==> config.mk <==
export PLATFORM = sky130hd
export DESIGN_NAME = pc_sequencer
export DESIGN_NICKNAME = d
export VERILOG_FILES = /design/src/rtl/pc_sequencer.sv
export SDC_FILE = /design/constraint.sdc
export NUM_CORES = 1
export LEC_CHECK = 0
export ABC_AREA = 1
export CAP_MARGIN = 5
export CORE_MARGIN = 3
export CORE_UTILIZATION = 43
export CTS_CLUSTER_SIZE = 30
export DETAILED_ROUTE_END_ITERATION = 12
export PLACE_DENSITY = 0.78
export SYNTH_ARGS = -nofsm -noshare
export SYNTH_HDL_FRONTEND = slang
export SYNTH_SLANG_ARGS = --single-unit
==> constraint.sdc <==
create_clock -name clk -period 2.05 [get_ports clk]
set_input_delay 0.205 -clock clk [delete_from_list [all_inputs] [get_ports clk]]
set_output_delay 0.205 -clock clk [all_outputs]
set_load 0.005 [all_outputs]
==> src/rtl/pc_sequencer.sv <==
// pc_sequencer: multicycle FETCH/DECODE/EXEC/UPDATE sequencer that owns the
// PC register's load/output enables and computes the next PC from the
// decoder's instruction class. Raises a one-cycle CP0 exception-entry strobe
// for syscall/break. No branch delay slot.
module pc_sequencer #(
  parameter logic [31:0] RESET_PC   = 32'h0040_0000,
  parameter logic [31:0] EXC_VECTOR = 32'h0040_0004
) (
  input  logic        clk,
  input  logic        rst,
  input  logic [31:0] pc_cur,
  output logic        pc_in,
  output logic        pc_out,
  output logic [31:0] pc_next,
  output logic        imem_req,
  input  logic        imem_ack,
  output logic        ir_we,
  input  logic        halt,
  input  logic        is_branch,
  input  logic        br_taken,
  input  logic        is_j,
  input  logic        is_jr,
  input  logic        is_eret,
  input  logic        is_syscall,
  input  logic        is_break,
  input  logic [15:0] br_offset,
  input  logic [25:0] j_index,
  input  logic [31:0] rs_value,
  input  logic [31:0] epc_value,
  input  logic        ex_done,
  output logic        exc_req,
  output logic [4:0]  exc_cause,
  output logic [31:0] epc_save,
  output logic [2:0]  state
);

  typedef enum logic [2:0] {
    S_RESET  = 3'd0,
    S_FETCH  = 3'd1,
    S_DECODE = 3'd2,
    S_EXEC   = 3'd3,
    S_UPDATE = 3'd4
  } state_t;

  localparam logic [4:0] CAUSE_SYSCALL = 5'd8;
  localparam logic [4:0] CAUSE_BREAK   = 5'd9;
  localparam logic [4:0] CAUSE_NONE    = 5'd0;

  state_t      state_q, state_d;
  logic [31:0] inst_pc_q, inst_pc_d;
  logic [31:0] tgt_q, tgt_d;
  logic        exc_q, exc_d;
  logic [4:0]  cause_q, cause_d;

  // Decode-stage target selection; only sampled while in DECODE.
  logic [31:0] pc4_s;
  logic [31:0] br_tgt_s;
  logic [31:0] sel_tgt_s;
  logic        sel_exc_s;
  logic [4:0]  sel_cause_s;

  assign pc4_s    = pc_cur + 32'd4;
  assign br_tgt_s = pc4_s + {{14{br_offset[15]}}, br_offset, 2'b00};

  // Resolve the next-PC source by class priority (exceptions highest).
  always_comb begin
    sel_tgt_s   = pc4_s;
    sel_exc_s   = 1'b0;
    sel_cause_s = CAUSE_NONE;
    if (is_syscall) begin
      sel_tgt_s   = EXC_VECTOR;
      sel_exc_s   = 1'b1;
      sel_cause_s = CAUSE_SYSCALL;
    end else if (is_break) begin
      sel_tgt_s   = EXC_VECTOR;
      sel_exc_s   = 1'b1;
      sel_cause_s = CAUSE_BREAK;
    end else if (is_eret) begin
      sel_tgt_s = epc_value;
    end else if (is_jr) begin
      sel_tgt_s = rs_value;
    end else if (is_j) begin
      sel_tgt_s = {pc4_s[31:28], j_index, 2'b00};
    end else if (is_branch && br_taken) begin
      sel_tgt_s = br_tgt_s;
    end else begin
      sel_tgt_s = pc4_s;
    end
  end

  // Next-state and decode-capture logic for the instruction sequencer.
  always_comb begin
    state_d   = state_q;
    inst_pc_d = inst_pc_q;
    tgt_d     = tgt_q;
    exc_d     = exc_q;
    cause_d   = cause_q;
    case (state_q)
      S_RESET: begin
        state_d = S_FETCH;
      end
      S_FETCH: begin
        if (imem_ack && !halt) begin
          state_d = S_DECODE;
        end else begin
          state_d = S_FETCH;
        end
      end
      S_DECODE: begin
        inst_pc_d = pc_cur;
        tgt_d     = sel_tgt_s;
        exc_d     = sel_exc_s;
        cause_d   = sel_cause_s;
        state_d   = S_EXEC;
      end
      S_EXEC: begin
        // Exceptions bypass the execution unit entirely.
        if (exc_q || ex_done) begin
          state_d = S_UPDATE;
        end else begin
          state_d = S_EXEC;
        end
      end
      S_UPDATE: begin
        state_d = S_FETCH;
      end
      default: begin
        state_d = S_RESET;
      end
    endcase
  end

  // Sequencer state and decode-captured registers.
  always_ff @(posedge clk or posedge rst) begin
    if (rst) begin
      state_q   <= S_RESET;
      inst_pc_q <= RESET_PC;
      tgt_q     <= RESET_PC;
      exc_q     <= 1'b0;
      cause_q   <= CAUSE_NONE;
    end else begin
      state_q   <= state_d;
      inst_pc_q <= inst_pc_d;
      tgt_q     <= tgt_d;
      exc_q     <= exc_d;
      cause_q   <= cause_d;
    end
  end

  // Moore outputs decoded from registered state; the fetch handshake is
  // the only path that is combinational with inputs.
  assign state     = state_q;
  assign pc_out    = (state_q != S_RESET);
  assign pc_in     = (state_q == S_UPDATE);
  assign pc_next   = tgt_q;
  assign exc_req   = (state_q == S_UPDATE) && exc_q;
  assign exc_cause = exc_req ? cause_q : CAUSE_NONE;
  assign epc_save  = exc_req ? inst_pc_q : 32'd0;
  assign imem_req  = (state_q == S_FETCH) && !halt;
  assign ir_we     = imem_req && imem_ack;

endmodule

==> impl_summary.log, run 1 <==
INFO  metric place_congestion = 0.968
INFO  metric synth_edf_count = 0
INFO  metric ctsLongestPathBuffers = 2
INFO  metric gr-total-overflow = 3
INFO  metric yosysSeqAreaShare = 0.245
INFO  metric timing.repair.worst_endpoint_type = register data pin
INFO  metric die_width = 134 µm
INFO  metric buffer_ports.inserted = 223
INFO  metric grt_usage = 0.664
INFO  metric floorplan.initialDensity = 0.442
INFO  metric hpwl_after_detailed_placement = 24.6 mm
INFO  metric ys.flop_type = sky130_fd_sc_hd__dfrtp_1
INFO  metric failing_step = 5_1_grt
INFO  metric async_reset_ff_frac = 1.00
INFO  metric worst_endpoint = pc_next[26]$_DFFE_PP0P_/D
INFO  metric dpl_cell_area = 11400 µm²
INFO  metric die_y = 134 µm
INFO  metric syn-cell-area = 7040 µm²
INFO  metric io_pins = 227
INFO  metric cts_root_buffer = sky130_fd_sc_hd__clkbuf_16
INFO  metric status = aborted with a tool error
INFO  metric clock_sinks = 69
INFO  metric yosys.cell_types.count = 46
INFO  metric cts_h_tree_lvls = 3
INFO  metric count_of_warnings_emitted_by_yosys = 0
INFO  metric floorplan.rows = 46
INFO  metric cts_hold_buffers = 0
INFO  metric grt_start_max_net_pins = 81
INFO  metric synth-seq-cells = 69
INFO  metric syn_avg_cell_area = 5.84 µm²
INFO  metric syn_inst = 1207
INFO  metric error_that_ended_the_run = [ERROR GRT-0232] Routing congestion too high. Check the congestion heatmap in the GUI.
INFO  metric cts-buffers-inserted = 9
==> routing by layer <==
| metal | GRT usage | overflow |
|---|---|---|
| met1 | 0.643 | 0 |
| met2 | 0.881 | 2 |
| met3 | 0.485 | 0 |
| met4 | 0.653 | 1 |
| met5 | 0.167 | 0 |
==> cells in the mapped netlist (2+ instances only) <==
cell | instances | area (µm²)
sky130_fd_sc_hd__a21o_1 | 2 | 15.0
sky130_fd_sc_hd__a21oi_1 | 45 | 225
sky130_fd_sc_hd__a221oi_1 | 17 | 149
sky130_fd_sc_hd__and2_1 | 4 | 25.0
sky130_fd_sc_hd__buf_2 | 5 | 25.0
sky130_fd_sc_hd__buf_4 | 3 | 22.5
sky130_fd_sc_hd__clkbuf_1 | 27 | 101
sky130_fd_sc_hd__dfrtp_1 | 67 | 1680
sky130_fd_sc_hd__dfstp_2 | 2 | 52.6
sky130_fd_sc_hd__ha_1 | 35 | 438
sky130_fd_sc_hd__inv_1 | 191 | 717
sky130_fd_sc_hd__inv_2 | 4 | 15.0
sky130_fd_sc_hd__nand2_1 | 405 | 1520
sky130_fd_sc_hd__nand2_2 | 6 | 37.5
sky130_fd_sc_hd__nand2_4 | 2 | 22.5
sky130_fd_sc_hd__nand3_1 | 86 | 430
sky130_fd_sc_hd__nand4_1 | 10 | 62.6
sky130_fd_sc_hd__nor2_1 | 148 | 556
sky130_fd_sc_hd__nor2_2 | 4 | 25.0
sky130_fd_sc_hd__nor2_4 | 7 | 78.8
sky130_fd_sc_hd__nor3_1 | 14 | 70.1
sky130_fd_sc_hd__nor4_1 | 2 | 12.5
sky130_fd_sc_hd__o211ai_1 | 13 | 97.6
sky130_fd_sc_hd__o21ai_0 | 62 | 310
sky130_fd_sc_hd__o21ai_1 | 9 | 45.0
sky130_fd_sc_hd__o21bai_1 | 3 | 22.5
sky130_fd_sc_hd__or2_2 | 7 | 43.8
sky130_fd_sc_hd__xor2_1 | 9 | 78.8
==> through the flow <==
| stage | hold WS (ps) | setup slack (ps) | util | std cells | setup TNS, ps |
|---|---|---|---|---|---|
| floorplan | 326 | -192 | - | 1209 | -1650 |
| global placement | 461 | -1340 | 0.714 | 1805 | -31700 |
| detailed placement | 465 | -1400 | 0.714 | 1805 | -33180 |
| CTS | 128 | -347 | 0.843 | 1901 | -4830 |
==> kinds of logic after synthesis <==
logic type,Yosys count,synth area share
xor gates and xnor gates,11,0.0147
other,1,0.000532
DFF,69,0.245
AOI/OAI and AO/OA,161,0.134
adders and majority gates,36,0.0650
and+or+nand+nor,698,0.415
buffers and inverters,231,0.126
==> what timing repair did <==
action | 4_1_cts
setup buffers | 82
pin swaps | 166
endpoints found under the setup margin | 65
gates resized for setup | 533
gates cloned | 2
==> run 2, diff against run 1 <==
CORE_UTILIZATION = 30   (was 43)
CTS_CLUSTER_SIZE = unset   (was 30)
PLACE_DENSITY = unset   (was 0.78)
PLACE_DENSITY_LB_ADDON = 0.15   (was unset)
clock period = 2.7 ns   (was 2.05 ns; I/O delays follow)
==> run 2 against run 1 <==
  * Synthesized area unchanged
  * The flow now finishes without violations
  * Synthesized cell count unchanged
==> impl_summary.log, run 2 <==
INFO  metric floorplan.rows = 55
INFO  metric period_minus_slack = 2550 ps
INFO  metric setup_tns = 0 ps
INFO  metric syn_avg_cell_area = 5.84 µm²
INFO  metric finalNonFillerCells = slightly below 2000
INFO  metric syn_inst = around 1200
INFO  metric critical-path-top-delay-family = simple AND/OR/NAND/NOR gates
INFO  metric crit_path_launch = pc_cur[11]
INFO  metric timing.final.crit_share = 0.946
INFO  metric netlist_top_cells_area = sky130_fd_sc_hd__dfrtp_1 (24%), sky130_fd_sc_hd__nand2_1 (22%), sky130_fd_sc_hd__inv_1 (10%)
INFO  metric critical_path.reg2reg.endpoint = pc_next[2]$_DFFE_PP0P_
INFO  metric drt-vias-per-instance = roughly 4.7
INFO  metric vias_in_the_first_global_route = 8727
INFO  metric clock-skew-final = 8.31 ps
INFO  metric yosys.cell_types.count = 46
INFO  metric fillerInstances = 2288
INFO  metric path_class = primary input to register
INFO  metric critPathSlowestCell = sky130_fd_sc_hd__ha_4
INFO  metric timing.slew.headroom = 0.483
INFO  metric buffer_ports.inserted = 223
INFO  metric count_of_warnings_emitted_by_yosys = 0
INFO  metric worst_setup_hold_path_clk_slew = roughly 60 ps
INFO  metric r2r.worst_path.cells = 9
INFO  metric regToRegStartpoint = state[1]$_DFF_PP0_
INFO  metric wire_per_inst = approximately 16 µm
INFO  metric cp.buffers_inverters = 4
INFO  metric mostFrequentLayoutCells = sky130_fd_sc_hd__nand2_1 (344), sky130_fd_sc_hd__buf_4 (232), sky130_fd_sc_hd__clkdlybuf4s50_1 (196)
INFO  metric initialDrtViolationCount = 499
INFO  metric ctsLongestPathBuffers = 2
INFO  metric yosysSeqAreaShare = 0.245
INFO  metric totalWireLength = 31.8 mm
INFO  metric floorplan.initialDensity = 0.308
INFO  metric cts_tree = done
INFO  metric power.total = 5650 µW
INFO  metric max_cap_viol_count = 0
INFO  metric finalMaxSlewViolations = 0
INFO  metric powerDensity = 450 nW/µm²
INFO  metric data_required_time_at_the_worst_endpoint = 2920 ps
INFO  metric ys.flop_type = sky130_fd_sc_hd__dfrtp_1
INFO  metric grt_usage = 0.244
INFO  metric clock.fmax = 392 MHz
INFO  metric grt_pass1_wl = 48.8 mm
INFO  metric clkLatencyLatePin = 330 ps
INFO  metric dpl.cell_count = 1922
INFO  metric most_common_cell_after_layout_fill_and_taps_aside = sky130_fd_sc_hd__nand2_1
INFO  metric worst_setup_path_start_kind = primary input
INFO  metric cp_common_cell = sky130_fd_sc_hd__nand2_1
INFO  metric io_pins = between 200 and 250
INFO  metric core_area = 22800 µm²
INFO  metric cp-endpoint = pc_next[29]$_DFFE_PP0P_
INFO  metric cts_h_tree_lvls = 3
INFO  metric worstHoldPathType = primary input to register
INFO  metric synth.top_cell.area_share = 0.238
INFO  metric fin_area = about 13000 µm²
INFO  metric grt_start_max_net_pins = 81
INFO  metric die_y = 159 µm
INFO  metric worstMarginPinSlew = 775 ps
INFO  metric nets = 1826
INFO  metric synth_edf_count = 0
INFO  metric gr-total-overflow = 0
INFO  metric worst-endpoint-arrival = 2770 ps
INFO  metric power.ir.vdd_worst = 291 µV
INFO  metric async_reset_ff_frac = 1.00
INFO  metric clock_sinks = 69
INFO  metric yosysTopAreaCell = sky130_fd_sc_hd__dfrtp_1
INFO  metric post_synth_most_frequent_cells = sky130_fd_sc_hd__nand2_1 (405), sky130_fd_sc_hd__inv_1 (191), sky130_fd_sc_hd__nor2_1 (148)
INFO  metric crit_path_max_fanout = 4
INFO  metric rsz0062_at_grt = true
INFO  metric via_count = 9178
INFO  metric cts_root_buffer = sky130_fd_sc_hd__clkbuf_16
INFO  metric area_grow_syn2layout = 78.3%
INFO  metric die_area = 25400 µm²
INFO  metric worst_min_delay_path_startpoint = pc_cur[17]
INFO  metric hpwl_after_detailed_placement = 25.5 mm
INFO  metric status = completed
INFO  metric slowest_delay = 290 ps
INFO  metric finalHoldViolations = 0
INFO  metric die_width = approximately 160 µm
INFO  metric static-leakage-power = a little over 0.006 µW
INFO  metric hold-worst-slack = between 200 and 250 ps
INFO  metric antenna_violations_before_repair = 0
INFO  metric syn-cell-area = 7040 µm²
INFO  metric cts-buffers-inserted = 9
INFO  metric route.antenna.remaining_nets = 0
INFO  metric drt_pass1_iterations = 6
INFO  metric drc = 0
INFO  metric yosys.cell_count.top_type = sky130_fd_sc_hd__nand2_1
INFO  metric critical_path.cell_chain = buf_2 > nand2_4 > buf_6 > nor2_4 > nand2_2 > nor2_2 > nand4_1 > xor2_1 > buf_4 > inv_2 > ha_4 > nand2_4 > nor2_4 > nand3_2 > nor2_2 > nand2_2 > nand2_1 > nand2_1 > nand3_2 > nand2_1 > nand2_1 > nand2_1 > nand2_1 > nand2_1
INFO  metric final_layout_size_suffix_gt1_frac = 0.296
INFO  metric critical_path.endpoint_type = register
INFO  metric dpl_cell_area = about 11000 µm²
INFO  metric path_depth = 24
INFO  metric synth-seq-cells = 69
INFO  metric setup.reg_to_reg.worst_slack = just under 600 ps
INFO  metric place_congestion = 0.987
INFO  metric report.final.setup_viol = 0
INFO  metric num_antenna_cells = 0
-- run 2: cell counts after synthesis --
Identical to the previous run, type by type.
-- run 2: cells by family (layout without fill, tap and decap cells) --
| family | Yosys count | in the layout | share of synthesized area |
|---|---|---|---|
| AND/OR/NAND/NOR | 698 | 698 | 0.415 |
| adder cells (fa/ha/maj) | 36 | 36 | 0.0650 |
| buffers and inverters | 231 | 667 | 0.126 |
| AO/OA/AOI/OAI | 161 | 161 | 0.134 |
| other | 1 | 3 | 0.000532 |
| XOR/XNOR | 11 | 11 | 0.0147 |
| flip-flops | 69 | 69 | 0.245 |
-- run 2: power by group --
| part | switching, µW | internal [µW] | total (µW) | leakage [µW] |
|---|---|---|---|---|
| logic | 1420 | 1430 | 2840 | 0.00522 |
| registers | 231 | 1490 | 1720 | 0.000874 |
| clock network | 469 | 620 | 1090 | 0.000129 |
| total | 2120 | 3530 | 5650 | 0.00623 |
-- run 2: repair_timing --
action                                  CTS  global route
setup buffers                            13             7
pin swaps                                62            65
resized for setup                       172           159
hold buffers                              0             0
gates cloned                              0             0
endpoints found under the setup margin   26            25
-- run 2: final cells by class --
type                    instances  area (µm²)  share of cell area
clock buffers                  10         229              0.0182
multi-input cells             909        5460               0.435
clock inverters                 6        38.8             0.00309
well taps                     313         392              0.0312
inverters                     195         734              0.0585
repair buffers                456        3980               0.317
flip-flops and latches         69        1730               0.138
-- run 2: per-stage QoR --
| step | setup slack (ps) | util |
|---|---|---|
| final | 146 | 0.550 |
| after global placement | -970 | 0.489 |
| after CTS | 2.93 | 0.530 |
| after floorplan | 215 | - |
| after detailed placement | -984 | 0.489 |
| after global routing | -28.5 | 0.550 |
-- run 2: per-layer routing --
layer,share of wire,vias to the layer above,GRT usage
li1,-,4660,-
met1,0.45,4197,0.327
met2,0.46,260,0.398
met3,0.045,61,0.0333
met4,0.045,0,0.0955
met5,0,-,0
-- run 2: worst min path at each step --
stage	end	slack (ps)	cells after the start
finish	inst_pc_q[17]$_DFFE_PP0P_	210	3
CTS	inst_pc_q[17]$_DFFE_PP0P_	310	3
floorplan	inst_pc_q[16]$_DFFE_PP0P_	390	2
detailed placement	pc_next[17]$_DFFE_PP0P_	460	2
global placement	pc_next[16]$_DFFE_PP0P_	460	2
global route	inst_pc_q[17]$_DFFE_PP0P_	210	3
-- run 2: worst min-delay path, stage by stage --
cell and delay, ps:
sky130_fd_sc_hd__buf_4 110, sky130_fd_sc_hd__nand2_1 50, sky130_fd_sc_hd__o21ai_0 60
Note: power is estimated with default switching activity, not from simulation.
==> run 3, diff against run 2 <==
CTS_BUF_LIST = sky130_fd_sc_hd__clkbuf_16   (was unset)
DONT_BUFFER_PORTS = 1   (was unset)
==> run 3 against run 2 <==
  * Sequential power up 5%
  * Sequential share of layout area grew 5.3 points
  * Register-to-register slack better by 300 ps
  * Critical path type unchanged
  * Hold slack worse by 150 ps
  * Critical endpoint is now pc_next[30]$_DFFE_PP0P_
==> impl_summary.log, run 3 (same netlist as run 2, synthesis figures left out) <==
INFO  metric status = completed
INFO  metric placement.setup.worst_slack = -625 ps
INFO  metric clock.fmax = 402 MHz
INFO  metric nets = 1511
INFO  metric grt_usage = 0.223
INFO  metric finalMaxSlewViolations = 0
INFO  metric dpl.cell_count = 1623
INFO  metric clkLatencyLatePin = 340 ps
INFO  metric final_layout_size_suffix_gt1_frac = 0.200
INFO  metric minimum_setup_slack_in_the_final_design = 214 ps
INFO  metric area_grow_syn2layout = 29.0%
INFO  metric hold-worst-slack = 59.0 ps
INFO  metric initialDrtViolationCount = around 540
INFO  metric ctsLongestPathBuffers = 2
INFO  metric mostFrequentLayoutCells = sky130_fd_sc_hd__nand2_1 (392), sky130_fd_sc_hd__inv_1 (189), sky130_fd_sc_hd__buf_4 (140)
INFO  metric worst-endpoint-arrival = 2720 ps
INFO  metric grt_start_max_net_pins = 81
INFO  metric worstHoldPathType = primary input to register
INFO  metric via_count = about 7900
INFO  metric antenna_violations_before_repair = 0
INFO  metric powerDensity = roughly 540 nW/µm²
INFO  metric drc = 0
INFO  metric floorplan.initialDensity = 0.308
INFO  metric rsz0062_at_grt = true
INFO  metric totalWireLength = 28.6 mm
INFO  metric fin_area = 9090 µm²
INFO  metric cts-buffers-inserted = 9
INFO  metric critical_path.cell_chain = nand2_1 > buf_4 > nor2_2 > nand2_1 > nor2_2 > nand4_1 > xor2_2 > inv_1 > ha_4 > nand2_1 > nor2_2 > nand2_1 > nor2_1 > nand2_1 > nand2_1 > nand2_1 > nand3_1 > nand2_1 > nand2_1 > nand2_1 > nand2_1 > nand2_1
INFO  metric floorplan.rows = 55
INFO  metric worstMarginPinSlew = 773 ps
INFO  metric clock_sinks = 69
INFO  metric dpl_cell_area = 8320 µm²
INFO  metric critical_path.endpoint_type = register
INFO  metric power.ir.vdd_worst = between 300 and 400 µV
INFO  metric critPathSlowestCell = sky130_fd_sc_hd__ha_4
INFO  metric cp_common_cell = sky130_fd_sc_hd__nand2_1
INFO  metric worst_setup_hold_path_clk_slew = approximately 70 ps
INFO  metric die_area = 25400 µm²
INFO  metric finalHoldViolations = 0
INFO  metric most_common_cell_after_layout_fill_and_taps_aside = sky130_fd_sc_hd__nand2_1
INFO  metric static-leakage-power = about 0.0048 µW
INFO  metric slowest_delay = approximately 300 ps
INFO  metric cts_h_tree_lvls = 3
INFO  metric hpwl_after_detailed_placement = 23.6 mm
INFO  metric buffer_ports.inserted = 0
INFO  metric gr-total-overflow = 0
INFO  metric wire_per_inst = 17.4 µm
INFO  metric worst_setup_path_start_kind = primary input
INFO  metric grt_pass1_wl = around 44 mm
INFO  metric die_width = 159 µm
INFO  metric cts_tree = done
INFO  metric core_area = 22800 µm²
INFO  metric place_congestion = 0.931
INFO  metric finalNonFillerCells = ~1600
INFO  metric path_class = primary input to register
INFO  metric timing.final.crit_share = 0.921
INFO  metric cts_root_buffer = sky130_fd_sc_hd__clkbuf_16
INFO  metric vias_in_the_first_global_route = 7646
INFO  metric data_required_time_at_the_worst_endpoint = 2940 ps
INFO  metric layout.core_utilization = 0.398
INFO  metric clock-skew-final = 13.3 ps
INFO  metric route.antenna.remaining_nets = 0
INFO  metric drt-vias-per-instance = 4.78
INFO  metric period_minus_slack = 2490 ps
INFO  metric crit_path_max_fanout = 5
INFO  metric max_cap_viol_count = 0
INFO  metric drt_pass1_iterations = 5
INFO  metric num_antenna_cells = 0
INFO  metric die_y = about 160 µm
INFO  metric io_pins = 227
INFO  metric timing.slew.headroom = 0.485
INFO  metric report.final.setup_viol = 0
-- run 3: cell count changes in the layout (fill, tap and decap cells not counted), moves of 12 or more --
| cell | change |
|---|---|
| sky130_fd_sc_hd__clkdlybuf4s50_1 | -196 |
| sky130_fd_sc_hd__ha_4 | -12 |
| sky130_fd_sc_hd__nand2_1 | +48 |
| sky130_fd_sc_hd__nor2_4 | -17 |
| sky130_fd_sc_hd__nand3_1 | +12 |
| sky130_fd_sc_hd__nand2_2 | -37 |
| sky130_fd_sc_hd__nor2_1 | +17 |
| sky130_fd_sc_hd__buf_4 | -92 |
-- run 3: metrics by stage --
stage	setup TNS (ps)	power, µW
finish	0	4890
global route	-42.7	5300
CTS	0	4870
detailed placement	-5970	3520
global placement	-5550	3500
floorplan	0	2890
-- run 3: layout make-up --
class                   instances  area (µm²)
flip-flops and latches         69        1730
fillers                      2548       13800
clock inverters                 7        97.6
well taps                     313         392
clock buffers                   9         225
inverters                     195         732
repair buffers                141        1060
multi-input cells             909        4850
-- run 3: critical path, delay by kind of cell --
kind / cells / cell delay, ps
xor gates and xnor gates: 1 / 280
and+or+nand+nor: 18 / 1640
adders and majority gates: 1 / 300
buffers and inverters: 2 / 240
-- run 3: power by group --
part	switching, µW	leakage, µW	internal [µW]
combinational	1080	0.00380	705
clock	495	0.000154	814
sequential	309	0.000874	1490
-- run 3: path summary, 6_finish.rpt --
kind	startpoint	to	slack, ps	cells past startpoint
max	pc_cur[11]	pc_next[30]$_DFFE_PP0P_	210	22
min	pc_cur[16]	inst_pc_q[16]$_DFFE_PP0P_	60	2
max reg2reg	state[1]$_DFF_PP0_	pc_next[17]$_DFFE_PP0P_	880	10
min reg2reg	inst_pc_q[20]$_DFFE_PP0P_	inst_pc_q[20]$_DFFE_PP0P_	480	2
max in group asynchronous	rst	inst_pc_q[22]$_DFFE_PP1P_	1580	3
min in group asynchronous	rst	pc_next[3]$_DFFE_PP0P_	340	2
-- run 3: repair_timing --
action / in CTS / in global routing
hold endpoints to repair: 12 / 0
resized for setup: 4 / 80
setup endpoints to repair: 1 / 23
pin swaps: 1 / 15
buffers inserted: 0 / 3
hold buffers: 1 / 0
-- run 3: routing by layer --
layer	vias to the layer above	share of wire	GRT usage
met2	200	0.48	0.379
li1	4029	-	-
met4	0	0.032	0.0756
met1	3588	0.43	0.281
met5	-	0	0
met3	33	0.061	0.0481
